--- src/rtl/od_line_receiver.sv ---
// Open-drain line receiver: resolves released lines to 1, synchronises, deglitches,
// and emits edge pulses plus sticky fall events. Optional stuck-low detect: OD_STUCK_DETECT_EN.
module od_line_receiver #(
   parameter int unsigned WIDTH         = 6,
   parameter int unsigned SYNC_STAGES   = 2,
   parameter int unsigned FILTER_CYCLES = 4,
   parameter int unsigned STUCK_CYCLES  = 1024
) (
   input  logic             clk,
   input  logic             rst,
   input  logic [WIDTH-1:0] line_in,
   input  logic [WIDTH-1:0] evt_clr,
   output logic [WIDTH-1:0] q,
   output logic [WIDTH-1:0] rise,
   output logic [WIDTH-1:0] fall,
   output logic [WIDTH-1:0] evt
`ifdef OD_STUCK_DETECT_EN
   ,
   output logic [WIDTH-1:0] stuck_low
`endif
);

   localparam int unsigned CNT_W = $clog2(FILTER_CYCLES + 1);
   localparam logic [CNT_W-1:0] CNT_LAST = CNT_W'(FILTER_CYCLES - 1);

   if (WIDTH < 1 || WIDTH > 32 || SYNC_STAGES < 2 || FILTER_CYCLES < 1 || STUCK_CYCLES < 1)
   begin : g_param_check
      $error("od_line_receiver: illegal parameter value");
   end

   logic [WIDTH-1:0] res_c;
   logic [WIDTH-1:0] sync_q [SYNC_STAGES];
   logic [WIDTH-1:0] s_c;
   logic [CNT_W-1:0] cnt_q [WIDTH];
   logic [CNT_W-1:0] cnt_d [WIDTH];
   logic [WIDTH-1:0] q_q, q_d;
   logic [WIDTH-1:0] rise_q, rise_d;
   logic [WIDTH-1:0] fall_q, fall_d;
   logic [WIDTH-1:0] evt_q, evt_d;

   // Only a hard 0 pulls a line low; z/x mean released and resolve to 1.
   always_comb begin
      res_c = '1;
      for (int i = 0; i < int'(WIDTH); i++) begin
         if (line_in[i] === 1'b0) res_c[i] = 1'b0;
      end
   end

   always_ff @(posedge clk or negedge rst) begin
      if (!rst) begin
         for (int k = 0; k < int'(SYNC_STAGES); k++) sync_q[k] <= '1;
      end else begin
         sync_q[0] <= res_c;
         for (int k = 1; k < int'(SYNC_STAGES); k++) sync_q[k] <= sync_q[k-1];
      end
   end

   assign s_c = sync_q[SYNC_STAGES-1];

   // Persistence filter: q follows s only after FILTER_CYCLES consecutive mismatches.
   always_comb begin
      q_d = q_q;
      for (int i = 0; i < int'(WIDTH); i++) begin
         cnt_d[i] = '0;
         if (s_c[i] != q_q[i]) begin
            if (cnt_q[i] == CNT_LAST) q_d[i] = s_c[i];
            else                      cnt_d[i] = cnt_q[i] + CNT_W'(1);
         end
      end
      rise_d = q_d & ~q_q;
      fall_d = ~q_d & q_q;
      evt_d  = (evt_q & ~evt_clr) | fall_d;
   end

   always_ff @(posedge clk or negedge rst) begin
      if (!rst) begin
         for (int i = 0; i < int'(WIDTH); i++) cnt_q[i] <= '0;
         q_q    <= '1;
         rise_q <= '0;
         fall_q <= '0;
         evt_q  <= '0;
      end else begin
         for (int i = 0; i < int'(WIDTH); i++) cnt_q[i] <= cnt_d[i];
         q_q    <= q_d;
         rise_q <= rise_d;
         fall_q <= fall_d;
         evt_q  <= evt_d;
      end
   end

   assign q    = q_q;
   assign rise = rise_q;
   assign fall = fall_q;
   assign evt  = evt_q;

`ifdef OD_STUCK_DETECT_EN
   localparam int unsigned STK_W = $clog2(STUCK_CYCLES + 1);
   localparam logic [STK_W-1:0] STK_MAX = STK_W'(STUCK_CYCLES);

   logic [STK_W-1:0] stk_q [WIDTH];
   logic [STK_W-1:0] stk_d [WIDTH];
   logic [WIDTH-1:0] stuck_q, stuck_d;

   // Saturating count of cycles spent with q low; cleared once q is seen high.
   always_comb begin
      stuck_d = '0;
      for (int i = 0; i < int'(WIDTH); i++) begin
         stk_d[i] = '0;
         if (!q_q[i]) begin
            stk_d[i]   = (stk_q[i] == STK_MAX) ? stk_q[i] : stk_q[i] + STK_W'(1);
            stuck_d[i] = (stk_d[i] == STK_MAX);
         end
      end
   end

   always_ff @(posedge clk or negedge rst) begin
      if (!rst) begin
         for (int i = 0; i < int'(WIDTH); i++) stk_q[i] <= '0;
         stuck_q <= '0;
      end else begin
         for (int i = 0; i < int'(WIDTH); i++) stk_q[i] <= stk_d[i];
         stuck_q <= stuck_d;
      end
   end

   assign stuck_low = stuck_q;
`endif

endmodule

--- config.mk ---
export PLATFORM = sky130hd
export DESIGN_NAME = od_line_receiver
export DESIGN_NICKNAME = d
export VERILOG_FILES = /design/src/rtl/od_line_receiver.sv
export SDC_FILE = /design/constraint.sdc
export NUM_CORES = 1
export LEC_CHECK = 0
export CAP_MARGIN = 0
export CORE_AREA = 2 2 58 73
export DETAILED_ROUTE_END_ITERATION = 16
export DIE_AREA = 0 0 60 75
export GPL_TIMING_DRIVEN = 0
export PLACE_DENSITY = 0.8
export SLEW_MARGIN = 20
export SYNTH_ARGS = -nofsm -noshare
export SYNTH_HDL_FRONTEND = slang
export SYNTH_SLANG_ARGS = --single-unit
--- constraint.sdc ---
create_clock -name clk -period 1.64 [get_ports clk]
set_input_delay 0.164 -clock clk [delete_from_list [all_inputs] [get_ports clk]]
set_output_delay 0.164 -clock clk [all_outputs]
set_load 0.01 [all_outputs]
==> Flow_metrics.wiki, run 1 <==
{| class="wikitable"
! Metric !! Value
|-
| Biggest area consumer among synthesized cells || sky130_fd_sc_hd__dfrtp_1
|-
| Global router's overall resource usage || 0.1489
|-
| Global-route track usage on met1 || 0.1440
|-
| Pleak || 1.077 nW
|-
| Critical Path Slowest Stage Cell || sky130_fd_sc_hd__dfstp_2
|-
| Fin. Hold Viols || 0
|-
| Top delay family on crit path || flip-flops
|-
| GR Layer Usage met3 || 0.05498
|-
| Final setup skew || 0.003371 ns
|-
| Initial standard-cell utilization of the core || 0.5210
|-
| Synthesized area || 0.001972 mm²
|-
| Synthesized area per cell || 15.05 µm²
|-
| Filler Cells Inserted || roughly 270
|-
| DIE HEIGHT || about 75 µm
|-
| Endpoints failing setup || 0
|-
| Met2 capacity usage during global routing || 0.2790
|-
| Hold Path Class || input pin to flip-flop
|-
| Worst setup slack after placement || 0.3623 ns
|-
| CTS sink cnt || 54
|-
| Minimum clock period || about 1.6 ns
|-
| Fraction of power consumed by sequential logic || 0.538
|-
| Crit. End Element || primary output
|-
| Worst Path Required || 1.48 ns
|-
| Synthesis warning total || 0
|-
| Classification of the worst setup path || flip-flop to primary output
|-
| Nets || 197
|-
| First-pass GRT wire length || between 4 and 5 mm
|-
| Run status || finished, final reports clean
|-
| Worst slew pin tran || 0.4034 ns
|-
| Synthesized netlist net count || 151
|-
| Sw Ratio || 0.2710
|-
| Pwr Density || approximately 1300 mW/mm²
|-
| Number of ports placed on the die boundary || 38
|-
| Via count of the first global-routing pass || 1,198
|-
| Final Power || 3.391 mW
|-
| Number of placed instances with taps included || between 200 and 250
|-
| Internal power summed over all cells || between 2 and 2.5 mW
|-
| Placement row count || 25
|-
| Post-Route WL || a little under 3 mm
|-
| Placed wire-length estimate || 2.280 mm
|-
| Area of the die || 0.004500 mm²
|-
| Max incr delay on CP || 0.59 ns
|-
| CTS H-Tree Depth || 2
|-
| Die width || about 60 µm
|-
| Rel. slew slack || 0.7311
|-
| Max Root-Sink Buffers || 2
|-
| Maximum number of pins on one net before global-route repair || 38
|-
| Starting DRT DRC Count || 37
|-
| Peak VDD IR || 665.9 µV
|-
| Layout overhead on the synthesized area || 28.24%
|-
| Post-synthesis sequential element count || 54
|-
| Buffers and inverters on the worst path || 1
|-
| Sequence of cells on the critical path || clkdlybuf4s50_1
|-
| Top achievable clock speed || 631.7 MHz
|-
| Setup repair after global routing missed its margin || false
|-
| Cell count of the worst hold path || 1
|-
| Antenna violations before repair || 0
|-
| Root Buffer Master || sky130_fd_sc_hd__clkbuf_8
|-
| Final Instance Count excl. Fillers || about 230
|-
| Top post-synthesis cells by count || sky130_fd_sc_hd__dfrtp_1 (36), sky130_fd_sc_hd__dfstp_2 (18), sky130_fd_sc_hd__nor3b_1 (18), sky130_fd_sc_hd__nand2b_1 (11)
|-
| Count of port buffers added during placement || 37
|-
| Antenna Nets Post-Route || 0
|-
| First-pass detailed-route iteration total || 4
|-
| DRC violation count after routing || 0
|-
| Highest fanout seen on the critical path || 5
|-
| Most frequently used cell type in the post-synthesis netlist || sky130_fd_sc_hd__dfrtp_1
|-
| Switching component of the power || 0.9191 mW
|-
| Synth unique cells || 14
|-
| Clock latency on the worst-skew pair || 0.29 ns
|-
| Proportion of synthesized chip area in sequential cells || 0.6967
|-
| Total congestion overflow || 0
|-
| Clock buffers created by TritonCTS || 5
|-
| Vias per inst || slightly below 5
|-
| Detail-routed net length per standard cell || 12.75 µm
|-
| Number of cells on the worst reg-to-reg path || 3
|-
| Part of the total power dissipated in the clock network || 0.210
|-
| Path length in cells of the critical path || 1
|-
| Worst setup margin || 0.05694 ns
|-
| Number of diodes || 0
|-
| Most used routing layer || met2
|-
| Leading cell types by total area after synthesis || sky130_fd_sc_hd__dfrtp_1 (46%), sky130_fd_sc_hd__dfstp_2 (24%), sky130_fd_sc_hd__nor3b_1 (6.9%), sky130_fd_sc_hd__ha_1 (3.8%), sky130_fd_sc_hd__nand2b_1 (3.5%)
|-
| Routability congestion estimate from global placement || around 0.74
|-
| Core area || 0.003785 mm²
|-
| Logic pwr share || 0.252
|-
| Clock slew at the register clock pins of the worst setup and hold paths || 0.08 ns
|-
| Number of enable-type register cells in the synthesized netlist || 0
|-
| Via count || 1,120
|-
| Predominant post-synthesis flop cell || sky130_fd_sc_hd__dfrtp_1
|-
| Number of maximum-capacitance constraint violations || 0
|-
| Gate count after technology mapping || 131
|-
| Async S/R FF share, synth || 1.000
|-
| Share of post-route cells with drive strength above 1 || 0.1854
|-
| Endpoint arrival time on the critical path || around 1.4 ns
|-
| Critical path startpoint category || flip-flop
|-
| Number of pins exceeding their max-slew limit in the final report || 0
|-
| Share of the clock period used by the worst path || 0.9653
|-
| CTS tree || built
|-
| Portion of synthesized cell area occupied by the leading cell type || 0.4569
|}
-- routing by layer --
layer / routed length [µm] / share of wire
met3: 160 / 0.054
met4: 35 / 0.012
met1: 1170 / 0.40
met5: 0 / 0
met2: 1592 / 0.54
-- what timing repair did --
| action | 4_1_cts | 5_1_grt |
|---|---|---|
| setup buffers | 0 | 0 |
| hold endpoints to repair | 9 | 0 |
| resized for setup | 0 | 1 |
| hold buffers | 1 | 0 |
| setup endpoints to repair | 0 | 1 |
-- power groups by stage --
stage	Sequential (mW)	Clock (mW)	Combinational, mW
global route	1.86	0.792	0.962
detailed placement	1.85	0	0.872
finish	1.82	0.711	0.856
floorplan	1.86	0	0.456
global placement	1.82	0	0.813
CTS	1.83	0.747	0.876
-- placed cells by master, fill, tap and decap left out --
cell type,Yosys,layout
sky130_fd_sc_hd__dfstp_2,18,18
sky130_fd_sc_hd__o22ai_1,6,6
sky130_fd_sc_hd__clkbuf_8,0,6
sky130_fd_sc_hd__inv_1,6,6
sky130_fd_sc_hd__clkbuf_1,0,1
sky130_fd_sc_hd__dlymetal6s2s_1,0,1
sky130_fd_sc_hd__clkinv_2,0,1
sky130_fd_sc_hd__mux2_1,6,6
sky130_fd_sc_hd__ha_1,6,6
sky130_fd_sc_hd__buf_2,0,1
sky130_fd_sc_hd__clkdlybuf4s50_1,0,35
sky130_fd_sc_hd__buf_12,0,1
sky130_fd_sc_hd__nand2b_1,11,11
sky130_fd_sc_hd__nor3_1,5,5
sky130_fd_sc_hd__nor2_1,6,6
sky130_fd_sc_hd__nand2b_4,1,1
sky130_fd_sc_hd__xnor2_1,6,6
sky130_fd_sc_hd__dfrtp_1,36,36
sky130_fd_sc_hd__nor3b_1,18,18
sky130_fd_sc_hd__and3b_1,1,1
sky130_fd_sc_hd__dlygate4sd3_1,0,1
sky130_fd_sc_hd__nor2b_4,5,5
-- stage by stage --
step	util	hold WS, ns	area [µm²]	setup TNS [ns]
global route	0.6681	0.2506	2529	0
global placement	0.6367	0.3455	2410	-40.21
finish	0.6681	0.2692	2529	0
detailed placement	0.6407	0.1141	2425	0
CTS	0.6674	0.2568	2526	0
floorplan	-	-0.1316	1972	0
-- cell families (layout without fill, tap and decap cells) --
group	count (synthesis)	in the layout	synth area share
flops	54	54	0.6967
simple gates	47	47	0.1739
fa+ha+maj	6	6	0.03807
compound gates	6	6	0.01904
xor+xnor	6	6	0.02665
mux	6	6	0.03426
buf+inv	6	53	0.01142
-- cell type report --
cell class              instances  area [µm²]  share of cell area
clock buffers                   7       86.33             0.03414
clock inverters                 1       5.005            0.001979
inverters                       6       22.52            0.008906
multi-input cells              71       575.6              0.2276
flip-flops and latches         54        1374              0.5433
well taps                      54       67.56             0.02672
repair buffers                 39       397.9              0.1573
-- state kept, by name (all words and copies together), names as in the netlist --
| signal | cells |
|---|---|
| q | 6 |
| sync_q | 6 |
| s_c | 6 |
| cnt_q | 18 |
| evt | 6 |
| rise | 6 |
| fall | 6 |
-- path summary, 6_finish.rpt --
path / slack (ns) / from / endpoint
hold reg to reg: 0.36 / sync_q[10]$_DFF_PN1_ / s_c[4]$_DFF_PN1_
setup / recovery: 0.06 / q[3]$_DFF_PN1_ / q[3]
hold / removal: 0.27 / line_in[2] / sync_q[8]$_DFF_PN1_
setup reg to reg: 0.47 / cnt_q[3]$_DFF_PN0_ / q[4]$_DFF_PN1_
min in group asynchronous: 0.32 / rst / evt[5]$_DFF_PN0_
max in group asynchronous: 0.73 / rst / s_c[4]$_DFF_PN1_
Note: power is estimated with default switching activity, not from simulation.
==> inputs of run 2 (changes only) <==
--- a/config.mk
+++ b/config.mk
@@ -6,11 +6,10 @@
 export NUM_CORES = 1
 export LEC_CHECK = 0
 export CAP_MARGIN = 0
-export CORE_AREA = 2 2 58 73
+export CORE_AREA = 2 2 71 89
 export DETAILED_ROUTE_END_ITERATION = 16
-export DIE_AREA = 0 0 60 75
+export DIE_AREA = 0 0 73 91
 export GPL_TIMING_DRIVEN = 0
-export PLACE_DENSITY = 0.8
 export SLEW_MARGIN = 20
 export SYNTH_ARGS = -nofsm -noshare
 export SYNTH_HDL_FRONTEND = slang
==> run 2 against run 1 <==
Design area up 1.0%. Fmax about the same. Sequential share of layout area down 0.56 points. Critical path depth unchanged. Clock power grew 4.4%. Critical endpoint is now q[5].
==> Flow_metrics.wiki, run 2 (same netlist as run 1, synthesis figures left out) <==
{| class="wikitable"
! Metric !! Value
|-
| Run status || finished, final reports clean
|-
| Hold Path Class || input pin to flip-flop
|-
| Via count || 1,098 (-2.0%)
|-
| Via count of the first global-routing pass || 1,176 (-1.8%)
|-
| Sequence of cells on the critical path || clkdlybuf4s50_1
|-
| Cell count of the worst hold path || 1 (unchanged)
|-
| Minimum clock period || 1.583 ns (+0.00003270 ns)
|-
| Root Buffer Master || sky130_fd_sc_hd__clkbuf_8
|-
| Layout overhead on the synthesized area || 29.57%
|-
| CTS H-Tree Depth || 2 (unchanged)
|-
| Startpoint of the lowest-slack register-to-register path || cnt_q[12]$_DFF_PN0_
|-
| Initial standard-cell utilization of the core || 0.3412 (-0.1798)
|-
| Most frequent cells in the layout || sky130_fd_sc_hd__dfrtp_1 (36), sky130_fd_sc_hd__clkdlybuf4s50_1 (32), sky130_fd_sc_hd__nor3b_1 (18), sky130_fd_sc_hd__dfstp_2 (18), sky130_fd_sc_hd__nand2b_1 (11)
|-
| Highest fanout seen on the critical path || 5 (unchanged)
|-
| Area of the die || 0.006643 mm² (+48%)
|-
| CTS tree || built
|-
| Classification of the worst setup path || flip-flop to primary output
|-
| Detailed-routing wirelength on met1 || 1.112 mm (-5.0%)
|-
| Met2 wire len || 1.621 mm (+1.8%)
|-
| Clock slew at the register clock pins of the worst setup and hold paths || 0.09 ns (about the same)
|-
| First-pass GRT wire length || 5.175 mm (+6.4%)
|-
| Crit. Startpoint || q[5]$_DFF_PN1_
|-
| Number of diodes || 0 (unchanged)
|-
| Sequential Area || 0.001374 mm² (unchanged)
|-
| Antenna violations before repair || 0 (unchanged)
|-
| Number of maximum-capacitance constraint violations || 0 (unchanged)
|-
| Endpoint arrival time on the critical path || 1.42 ns (about the same)
|-
| Critical path startpoint category || flip-flop
|-
| First-pass detailed-route iteration total || 4 (unchanged)
|-
| Die width || 73 µm (+22%)
|-
| CTS sink cnt || 54 (unchanged)
|-
| Max Root-Sink Buffers || 2 (unchanged)
|-
| Total congestion overflow || 0 (unchanged)
|-
| Hold Startpoint || line_in[4]
|-
| Highest routed layer || met4
|-
| Starting DRT DRC Count || 24 (-35%)
|-
| Crit. End Element || primary output
|-
| Flip-flop count of the largest register after layout || 18 (unchanged)
|-
| Routability congestion estimate from global placement || 0.7234 (-2.2%)
|-
| Detail-routed net length per standard cell || 11.78 µm (-7.6%)
|-
| Clock latency on the worst-skew pair || 0.29 ns (about the same)
|-
| Count of port buffers added during placement || 37 (unchanged)
|-
| Peak VDD IR || 741.2 µV (+11%)
|-
| Amount of wire on met3 after detailed routing || 91 µm (-43%)
|-
| Number of ports placed on the die boundary || 38 (unchanged)
|-
| Clock buffers created by TritonCTS || 5 (unchanged)
|-
| Pleak || 1.107 nW (+2.8%)
|-
| Worst setup slack after placement || 0.3758 ns (+0.01351 ns)
|-
| Post-Route WL || 2.874 mm (-2.8%)
|-
| Number of cells on the worst reg-to-reg path || 3 (unchanged)
|-
| Placed Area || 0.002440 mm² (+0.62%)
|-
| Maximum number of pins on one net before global-route repair || 37 (-2.6%)
|-
| TNS Setup || 0 ns (unchanged)
|-
| Pwr Density || 1330 mW/mm² (-0.79%)
|-
| DRC violation count after routing || 0 (unchanged)
|-
| Final setup skew || 0.005353 ns (+0.001982 ns)
|-
| Max incr delay on CP || 0.58 ns (about the same)
|-
| Fin. Hold Viols || 0 (unchanged)
|-
| Postcts setup bufs || 0 (unchanged)
|-
| Top delay family on crit path || flip-flops
|-
| Worst Path Required || 1.48 ns (about the same)
|-
| Worst slew pin tran || 0.4413 ns (+0.03792 ns)
|-
| Most common cell after layout, fill and taps aside || sky130_fd_sc_hd__dfrtp_1
|-
| Placement row count || 31 (+24%)
|-
| Final Util || 0.4421 (-0.2260)
|-
| Buffers and inverters on the worst path || 1 (unchanged)
|-
| Top reg by flops || cnt_q
|-
| Core area || 0.005779 mm² (+53%)
|-
| Endpoints failing setup || 0 (unchanged)
|-
| Nets || 197 (unchanged)
|-
| Vias per inst || 4.500 (-6.8%)
|-
| Critical Path Slowest Stage Cell || sky130_fd_sc_hd__dfstp_2
|-
| Endpoint of the worst-slack reg-to-reg timing path || q[1]$_DFF_PN1_
|-
| Worst Hold Endpoint || sync_q[10]$_DFF_PN1_
|-
| Number of pins exceeding their max-slew limit in the final report || 0 (unchanged)
|-
| Rel. slew slack || 0.7058 (-0.02528)
|-
| Placed wire-length estimate || 2.154 mm (-5.6%)
|-
| Setup repair after global routing missed its margin || false
|-
| Antenna Nets Post-Route || 0 (unchanged)
|-
| Global router's overall resource usage || 0.09957 (-0.04933)
|-
| Final design instance area without fill || 0.002555 mm² (+1.0%)
|-
| Filler Cells Inserted || 524 (+93%)
|-
| Share of the clock period used by the worst path || 0.9653 (about the same)
|-
| Top achievable clock speed || 631.7 MHz (about the same)
|-
| Share of post-route cells with drive strength above 1 || 0.1910 (+0.005618)
|-
| Area of the multi-input gates || 575.6 µm² (unchanged)
|-
| Reg-to-reg setup timing slack || 0.49 ns (+0.02 ns)
|-
| Path length in cells of the critical path || 1 (unchanged)
|-
| DIE HEIGHT || 91 µm (+21%)
|-
| Worst setup margin || 0.05690 ns (-0.00003270 ns)
|}
-- run 2: cell types whose count changed in the layout (fill, tap and decap cells not counted) --
cell and change:
sky130_fd_sc_hd__clkdlybuf4s50_1 -3, sky130_fd_sc_hd__dlymetal6s2s_1 +3, sky130_fd_sc_hd__clkbuf_1 -1, sky130_fd_sc_hd__clkinvlp_4 +1
-- run 2: final cells by class --
cell class              count  area share
flip-flops and latches     54      0.5377
multi-input cells          71      0.2253
repair buffers             39      0.1587
clock buffers               6     0.03232
well taps                  66     0.03232
inverters                   6    0.008815
clock inverters             2    0.004897
-- run 2: worst max path at each step --
stage	to
6_report	q[5]
5_1_grt	q[5]
4_1_cts	q[3]
3_5_place_dp	q[3]
3_3_place_gp	evt[3]$_DFF_PN0_
2_1_floorplan	q[0]$_DFF_PN1_
-- run 2: where the power goes --
part / internal [mW] / leakage (nW) / switching [mW]
sequential: 1.64 / 0.678 / 0.174
clock: 0.340 / 0.0472 / 0.403
combinational: 0.481 / 0.382 / 0.362
total: 2.46 / 1.11 / 0.939
-- run 2: per-layer routing --
layer  vias to the layer above  global-route usage
li1                        530                   -
met1                       543             0.09993
met2                        20              0.1832
met3                         5             0.02664
met4                         0             0.04630
met5                         -                   0
-- run 2: per-stage QoR --
step                total power [mW]  cells  hold slack [ns]
finish                         3.399    244           0.2662
global route                   3.642    244           0.2421
detailed placement             2.718    235           0.1400
floorplan                      2.320    131          -0.1316
CTS                            3.496    244           0.2515
global placement               2.656    234           0.3454
-- run 2: repair_timing --
item,in CTS,in global routing
hold buffers,1,0
resized for setup,0,4
hold endpoints to repair,9,0
endpoints found under the setup margin,0,4
==> inputs of run 3 (changes only) <==
==> constraint.sdc (replaced) <==
create_clock -name clk -period 1.9 [get_ports clk]
set_input_delay 0.19 -clock clk [delete_from_list [all_inputs] [get_ports clk]]
set_output_delay 0.19 -clock clk [all_outputs]
set_load 0.01 [all_outputs]
==> run 3 against run 2 <==
Wire length increased by 0.10%. Core utilization decreased by 0.17 points. Power decreased by 13%. Sequential share of layout area increased by 0.21 points. Critical path depth unchanged. Die area unchanged. Sequential power decreased by 13%. Setup slack improved by 0.23 ns. Register-to-register slack improved by 0.26 ns. Clock power decreased by 14%. Clock skew about the same. Critical path type unchanged. Highest routed layer unchanged.
==> Flow_metrics.wiki, run 3 (same netlist as run 1, synthesis figures left out) <==
{| class="wikitable"
! Metric !! Value
|-
| Maximum number of pins on one net before global-route repair || 37 (unchanged)
|-
| First-pass GRT wire length || 5.175 mm (unchanged)
|-
| Vias per inst || 4.496 (about the same)
|-
| Share of the clock period used by the worst path || 0.8479
|-
| Final setup skew || 0.005356 ns (+0.000003560 ns)
|-
| Final design instance area without fill || 0.002545 mm² (-0.39%)
|-
| Post-Route WL || 2.877 mm (+0.10%)
|-
| Peak VDD IR || 639.9 µV (-14%)
|-
| Final Util || 0.4404 (-0.001732)
|-
| Rel. slew slack || 0.7057 (about the same)
|-
| Clock slew at the register clock pins of the worst setup and hold paths || 0.09 ns (about the same)
|-
| Hold Path Class || input pin to flip-flop
|-
| Top reg by flops || cnt_q
|-
| Cell count of the worst hold path || 1 (unchanged)
|-
| Classification of the worst setup path || flip-flop to primary output
|-
| Pwr Density || 1159 mW/mm² (-13%)
|-
| Max incr delay on CP || 0.58 ns (about the same)
|-
| Antenna Nets Post-Route || 0 (unchanged)
|-
| Worst Hold Endpoint || sync_q[10]$_DFF_PN1_
|-
| Crit. End Element || primary output
|-
| Detail-routed net length per standard cell || 11.79 µm (+0.10%)
|-
| CTS sink cnt || 54 (unchanged)
|-
| Number of cells on the worst reg-to-reg path || 3 (unchanged)
|-
| Most frequent cells in the layout || sky130_fd_sc_hd__dfrtp_1 (36), sky130_fd_sc_hd__clkdlybuf4s50_1 (36), sky130_fd_sc_hd__nor3b_1 (18), sky130_fd_sc_hd__dfstp_2 (18), sky130_fd_sc_hd__nand2b_1 (11)
|-
| Endpoint arrival time on the critical path || 1.42 ns (about the same)
|-
| Fin. Hold Viols || 0 (unchanged)
|-
| Number of maximum-capacitance constraint violations || 0 (unchanged)
|-
| Run status || finished, final reports clean
|-
| Critical path startpoint category || flip-flop
|-
| Postcts setup bufs || 0 (unchanged)
|-
| Count of port buffers added during placement || 37 (unchanged)
|-
| Starting DRT DRC Count || 23 (-4.2%)
|-
| Top achievable clock speed || 620.7 MHz
|-
| Via count of the first global-routing pass || 1,176 (unchanged)
|-
| DRC violation count after routing || 0 (unchanged)
|-
| Reg-to-reg setup timing slack || 0.75 ns (+0.26 ns)
|-
| Share of post-route cells with drive strength above 1 || 0.1910 (unchanged)
|-
| First-pass detailed-route iteration total || 4 (unchanged)
|-
| Max Root-Sink Buffers || 2 (unchanged)
|-
| Top delay family on crit path || flip-flops
|-
| CTS H-Tree Depth || 2 (unchanged)
|-
| Path length in cells of the critical path || 1 (unchanged)
|-
| Nets || 197 (unchanged)
|-
| TNS Setup || 0 ns (unchanged)
|-
| Worst Path Required || 1.71 ns (+0.23 ns)
|-
| Critical Path Slowest Stage Cell || sky130_fd_sc_hd__dfstp_2
|-
| Final Power || 2.949 mW (-13%)
|-
| Clock latency on the worst-skew pair || 0.29 ns (about the same)
|-
| Buffers and inverters on the worst path || 1 (unchanged)
|-
| Pleak || 1.065 nW (-3.8%)
|-
| Sequence of cells on the critical path || clkdlybuf4s50_1
|-
| Flip-flop count of the largest register after layout || 18 (unchanged)
|-
| Clock buffers created by TritonCTS || 5 (unchanged)
|-
| Initial standard-cell utilization of the core || 0.3412 (unchanged)
|-
| Startpoint of the lowest-slack register-to-register path || cnt_q[12]$_DFF_PN0_
|-
| Number of diodes || 0 (unchanged)
|-
| Number of pins exceeding their max-slew limit in the final report || 0 (unchanged)
|-
| Final Instance Count excl. Fillers || 244 (unchanged)
|-
| Core area || 0.005779 mm² (unchanged)
|-
| CTS tree || built
|-
| Endpoint of the worst-slack reg-to-reg timing path || q[1]$_DFF_PN1_
|-
| Hold Startpoint || line_in[4]
|-
| Global router's overall resource usage || 0.09957 (unchanged)
|-
| Placement row count || 31 (unchanged)
|-
| Layout overhead on the synthesized area || 29.06%
|-
| Setup repair after global routing missed its margin || false
|-
| Number of placed instances with taps included || 235 (unchanged)
|-
| Highest fanout seen on the critical path || 5 (unchanged)
|-
| Routability congestion estimate from global placement || 0.7234 (unchanged)
|-
| Die width || 73 µm (unchanged)
|-
| Root Buffer Master || sky130_fd_sc_hd__clkbuf_8
|-
| Placed wire-length estimate || 2.154 mm (unchanged)
|-
| Via count || 1,097 (-0.091%)
|-
| Placed Area || 0.002440 mm² (unchanged)
|-
| DIE HEIGHT || 91 µm (unchanged)
|-
| Total congestion overflow || 0 (unchanged)
|-
| Endpoints failing setup || 0 (unchanged)
|-
| Antenna violations before repair || 0 (unchanged)
|-
| Worst slew pin tran || 0.4414 ns (+0.00002897 ns)
|-
| Minimum clock period || 1.611 ns
|-
| Area of the die || 0.006643 mm² (unchanged)
|-
| Number of ports placed on the die boundary || 38 (unchanged)
|}
-- run 3: changes by cell type in the layout (fill, tap and decap cells not counted), sizes merged --
cell	previous run	this run
clkdlybuf4s50	32	36
dlymetal6s2s	4	0
-- run 3: timing repair --
action	CTS	global route
hold buffers	1	0
endpoints found under the hold margin	9	0
resized for setup	0	0
-- run 3: power by group --
group	total [mW]	internal [mW]	leakage (nW)	switching, mW
sequential	1.57	1.41	0.678	0.152
combinational	0.741	0.427	0.340	0.314
clock	0.641	0.293	0.0472	0.348
-- run 3: how the worst max path moves through the flow --
stage | start | slack [ns] | to
final | q[3]$_DFF_PN1_ | 0.29 | q[3]
after global routing | q[0]$_DFF_PN1_ | 0.23 | q[0]
after CTS | q[3]$_DFF_PN1_ | 0.26 | q[3]
after detailed placement | q[3]$_DFF_PN1_ | 0.61 | q[3]
after global placement | rst | -0.78 | evt[3]$_DFF_PN0_
after floorplan | cnt_q[15]$_DFF_PN0_ | 0.82 | q[0]$_DFF_PN1_
-- run 3: cell type report --
| cell class | instances | area (µm²) |
|---|---|---|
| sequential | 54 | 1374 |
| multi-input combinational | 71 | 575.6 |
| clock buffer | 6 | 82.58 |
| fill | 525 | 3234 |
| timing repair buffer | 39 | 395.4 |
| inverter | 6 | 22.52 |
| tap | 66 | 82.58 |
| clock inverter | 2 | 12.51 |
-- run 3: stage by stage --
step | setup WS, ns | hold slack (ns)
2_1_floorplan | 0.8197 | -0.1056
3_3_place_gp | -0.7775 | 0.3454
3_5_place_dp | 0.6098 | 0.1660
4_1_cts | 0.2606 | 0.2775
5_1_grt | 0.2280 | 0.2681
6_report | 0.2890 | 0.2922
-- run 3: routing by layer --
layer | routed length [µm] | vias up | track usage | part of all wire
met1 | 1119 | 542 | 0.09993 | 0.39
met5 | 0 | - | 0 | 0
li1 | - | 530 | - | -
met3 | 89 | 5 | 0.02664 | 0.031
met2 | 1619 | 20 | 0.1832 | 0.56
met4 | 49 | 0 | 0.04630 | 0.017
